--- config.mk ---
export PLATFORM = sky130hd
export DESIGN_NAME = fifo_burst_reader
export DESIGN_NICKNAME = d
export VERILOG_FILES = /design/src/rtl/fifo_burst_reader.sv
export SDC_FILE = /design/constraint.sdc
export NUM_CORES = 1
export LEC_CHECK = 0
export ABC_AREA = 1
export BUFFER_PORTS_ARGS = -buffer_cell sky130_fd_sc_hd__buf_2
export CAP_MARGIN = 20
export CORE_MARGIN = 5
export CORE_UTILIZATION = 45
export CTS_CLUSTER_DIAMETER = 60
export DETAILED_ROUTE_END_ITERATION = 8
export PLACE_DENSITY = 0.74
export SLEW_MARGIN = 20
export SYNTH_ARGS = -nofsm -noshare
export SYNTH_HDL_FRONTEND = slang
export SYNTH_SLANG_ARGS = --single-unit
--- constraint.sdc ---
create_clock -name clk -period 3.76 [get_ports clk]
set_input_delay 0.94 -clock clk [delete_from_list [all_inputs] [get_ports clk]]
set_output_delay 0.94 -clock clk [all_outputs]
set_load 0.005 [all_outputs]
--- src/rtl/fifo_burst_reader.sv ---
// fifo_burst_reader: pops BURST_LEN-word bursts from a fifo onto a valid/ready stream; define TIMEOUT_EN to flush partial fills after TIMEOUT idle cycles
module fifo_burst_reader #(
    parameter int DATA_W    = 8,
    parameter int COUNT_W   = 4,
    parameter int BURST_LEN = 4,
    parameter int TIMEOUT   = 15
) (
    input  logic               clk,
    input  logic               rst,
    input  logic [COUNT_W-1:0] fifo_count,
    input  logic               fifo_empty,
    input  logic [DATA_W-1:0]  fifo_rdata,
    output logic               fifo_ren,
    output logic               m_valid,
    output logic [DATA_W-1:0]  m_data,
    output logic               m_last,
    input  logic               m_ready,
    output logic               busy
);
    typedef enum logic [1:0] {IDLE, BURST, DRAIN} state_t;
    localparam logic [COUNT_W-1:0] BL = COUNT_W'(BURST_LEN);
    state_t state, state_n;
    logic [COUNT_W-1:0] issued, issued_inc, burst_len_q;
    logic full_start, timeout_start;
    assign full_start = fifo_count >= BL;
    assign issued_inc = issued + COUNT_W'(1);
    assign busy       = state != IDLE;
`ifdef TIMEOUT_EN
    localparam int IW = $clog2(TIMEOUT + 1);
    logic [IW-1:0] idle_cnt;
    assign timeout_start = !fifo_empty && fifo_count != '0 && idle_cnt == IW'(TIMEOUT - 1);
    // Count consecutive IDLE cycles holding a partial fill; anything else restarts the count
    always_ff @(posedge clk or posedge rst)
        if (rst) idle_cnt <= '0;
        else idle_cnt <= (state == IDLE && !full_start && !timeout_start && !fifo_empty) ? idle_cnt + IW'(1) : '0;
`else
    assign timeout_start = 1'b0;
`endif
    // State register
    always_ff @(posedge clk or posedge rst)
        if (rst) state <= IDLE;
        else state <= state_n;
    // Next state and pop request; a pop only happens when the output register is free or being accepted
    always_comb begin
        state_n  = state;
        fifo_ren = 1'b0;
        case (state)
            IDLE:    state_n = (full_start || timeout_start) ? BURST : IDLE;
            BURST: begin
                fifo_ren = !rst && !fifo_empty && issued < burst_len_q && (!m_valid || m_ready);
                state_n  = (fifo_ren && issued_inc == burst_len_q) ? DRAIN : BURST;
            end
            DRAIN:   state_n = (m_valid && m_ready && m_last) ? IDLE : DRAIN;
            default: state_n = IDLE;
        endcase
    end
    // Burst bookkeeping and the output register; a word waiting on m_ready holds unchanged
    always_ff @(posedge clk or posedge rst) begin
        if (rst) begin
            issued      <= '0;
            burst_len_q <= '0;
            m_valid     <= 1'b0;
            m_data      <= '0;
            m_last      <= 1'b0;
        end else begin
            if (state == IDLE && state_n == BURST) begin
                issued      <= '0;
                burst_len_q <= full_start ? BL : fifo_count;
            end
            if (fifo_ren) begin
                m_data  <= fifo_rdata;
                m_valid <= 1'b1;
                issued  <= issued_inc;
                m_last  <= issued_inc == burst_len_q;
            end else if (m_valid && m_ready) begin
                m_valid <= 1'b0;
                m_last  <= (state == DRAIN) ? 1'b0 : m_last;
            end
        end
    end
endmodule
==> out/qor.yml <==
clock_tree:
  cts_made_buffers: 3
  clk_pin_slew_ns: 0.12
  postCtsSetupRepairBufs: 0
  clockBufferDepth: 2
  h-tree-depth: 1
  cts-root-buf: "clkbuf_4"
  cts_resized: 0
  cts_tree: "built"
  hold_buffers: 0
  insertion_delay_ns: 0.30
  clock-sinks: 20
synthesis:
  postSynthCellCount: 141
  synth_edf_count: 0
  synth_top_area_share: 0.452
  syn_avg_cell_area_um2: 7.85
  synthesis.area_um2: 1110
  ys_async_sr_fraction: 1.00
  ys_top_cells_by_count: "54 x nand2_1, 20 x dfrtp_1, 19 x inv_1, 13 x nand3_1, 10 x nor2_1"
  synth_seq_cells: 20
  yosysMostFrequentCell: "nand2_1"
  ys_types: 18
  yosys_warnings: 0
  synth_top_area_cell: "dfrtp_1"
  synth.area.top_cells: "dfrtp_1 45%, nand2_1 18%, inv_1 6.4%"
  synth_ff_type: "dfrtp_1"
  syn-num-nets: 162
  synth-seq-area-share: 0.452
global_routing:
  grt_pass1_vias: 917
  grt_max_degree: 21
  grt_antenna_before_repair: 0
  grt_use_total: 0.136
  grt_first_pass_wirelength_um: 3720
  grt_remaining_overflow: 0
timing:
  rsz0062_at_grt: "no"
  tightest_slew_ns: 0.758
  drv_slew: 0
  finalSetupTns_ns: 0
  fmax_mhz: 358
  setup_viol: 0
  hold_viol: 0
  slew_headroom: 0.494
  fin_worst_skew_ns: 0.00839
  period_share: 0.742
  period_needed_ns: 2.79
cells_and_area:
  utilization: 0.543
  nNetsFinal: 191
  drive_gt1_frac: 0.254
  synthToLayoutAreaGrowth_pct: 18.1
  antenna_cells: 0
detailed_routing:
  antenna_left: 0
  drt_iter0_markers: 18
  totalWireLength_um: 2210
  detail_route.first_pass.iterations: 4
  routed_via_density: 4.77
  wl_per_cell_um: 11.1
  drc: 0
  num_vias: 949
critical_path:
  cp.arrival_ns: 1.85
  worstPathRequired_ns: 2.82
  endpoint_kind: "output pin"
  worstSetupStartpointType: "register"
  r2r_start: "burst_len_q[3]"
  cp_max_fo: 13
  critPathLaunch: "burst_len_q[3]"
  crit_type: "reg2out"
worst_hold_path:
  min-delay-start: "m_data[7]"
  hold_class: "reg2reg"
die:
  start_util: 0.460
  die_w_um: 59.6
  rows: 18
  fp.dieH_um: 59.6
  die_area_um2: 3550
  coreArea_um2: 2410
  io_pins: 28
run:
  cap_violations: 0
power:
  p_leak_nw: 0.751
  powerDensity_nw_per_um2: 678
  irDropWorstVdd_mv: 0.429
place:
  portBuffers: 25
  detailed_place_hpwl_um: 1700
  globalplace.congestion: 0.796
status:
  outcome: "finished, final reports clean"
-- state kept, by name (all words and copies together), names as in the netlist --
name / flops
issued: 4
m_data: 8
burst_len_q: 4
state: 2
m_last: 1
m_valid: 1
-- cell families after synthesis --
| group | synth area share |
|---|---|
| simple gates | 0.369 |
| fa+ha+maj | 0.0565 |
| compound gates | 0.0271 |
| buf+inv | 0.0949 |
| flops | 0.452 |
-- per-layer routing --
| metal | routed length [um] | track usage |
|---|---|---|
| met1 | 924 | 0.166 |
| met2 | 1180 | 0.245 |
| met4 | 0 | 0.00633 |
| met3 | 105 | 0.0458 |
| met5 | 0 | 0 |
-- stage by stage --
step | area [um^2] | hold slack, ns | worst slack, ns | std cells | power (mW)
after floorplan | 1110 | 0.464 | 1.34 | 141 | 0.602
after global routing | 1310 | 0.512 | 0.826 | 199 | 0.958
after global placement | 1250 | 0.459 | 1.08 | 195 | 0.699
after detailed placement | 1250 | 0.464 | 1.08 | 195 | 0.715
final | 1310 | 0.496 | 0.969 | 199 | 0.886
after CTS | 1310 | 0.495 | 0.942 | 199 | 0.893
-- worst paths after layout --
| check | end | cells after the start | slack, ns |
|---|---|---|---|
| min in group asynchronous | burst_len_q[3] | 2 | 0.76 |
| hold reg to reg | m_data[7] | 2 | 0.50 |
| hold / removal | m_data[7] | 2 | 0.50 |
| setup reg to reg | m_data[2] | 8 | 1.98 |
| setup / recovery | fifo_ren | 7 | 0.97 |
| max in group asynchronous | m_data[2] | 2 | 2.52 |
-- layout make-up --
cell class                 instances  area [um^2]
fill                             225         1100
multi-input combinational         97          502
sequential                        20          500
timing repair buffer              26          133
inverter                          22         82.6
tap                               30         37.5
clock inverter                     1         30.0
clock buffer                       3         22.5
-- worst max-delay path, cell delays in order, from the launching register on --
cell and delay, ns:
dfrtp_1 0.42, inv_1 0.13, ha_1 0.27, a21oi_2 0.18, nand3_4 0.11, nor3_4 0.11, buf_4 0.20, buf_2 0.13
-- cell usage in the layout, fill, tap and decap left out, types with 2 or more instances in the layout --
cell type	instances
nand2_2	3
dfrtp_1	20
nor2_1	10
ha_1	5
nand4_1	3
inv_1	19
clkbuf_4	3
nand3_1	13
nor2_2	2
inv_2	3
buf_2	25
nand2_1	54
-- where the power goes --
part	leakage, nW	internal (mW)	switching (mW)
Sequential	0.253	0.285	0.0597
Clock	0.0279	0.108	0.0684
Combinational	0.471	0.147	0.218
Power figures use the tool's default switching activity.
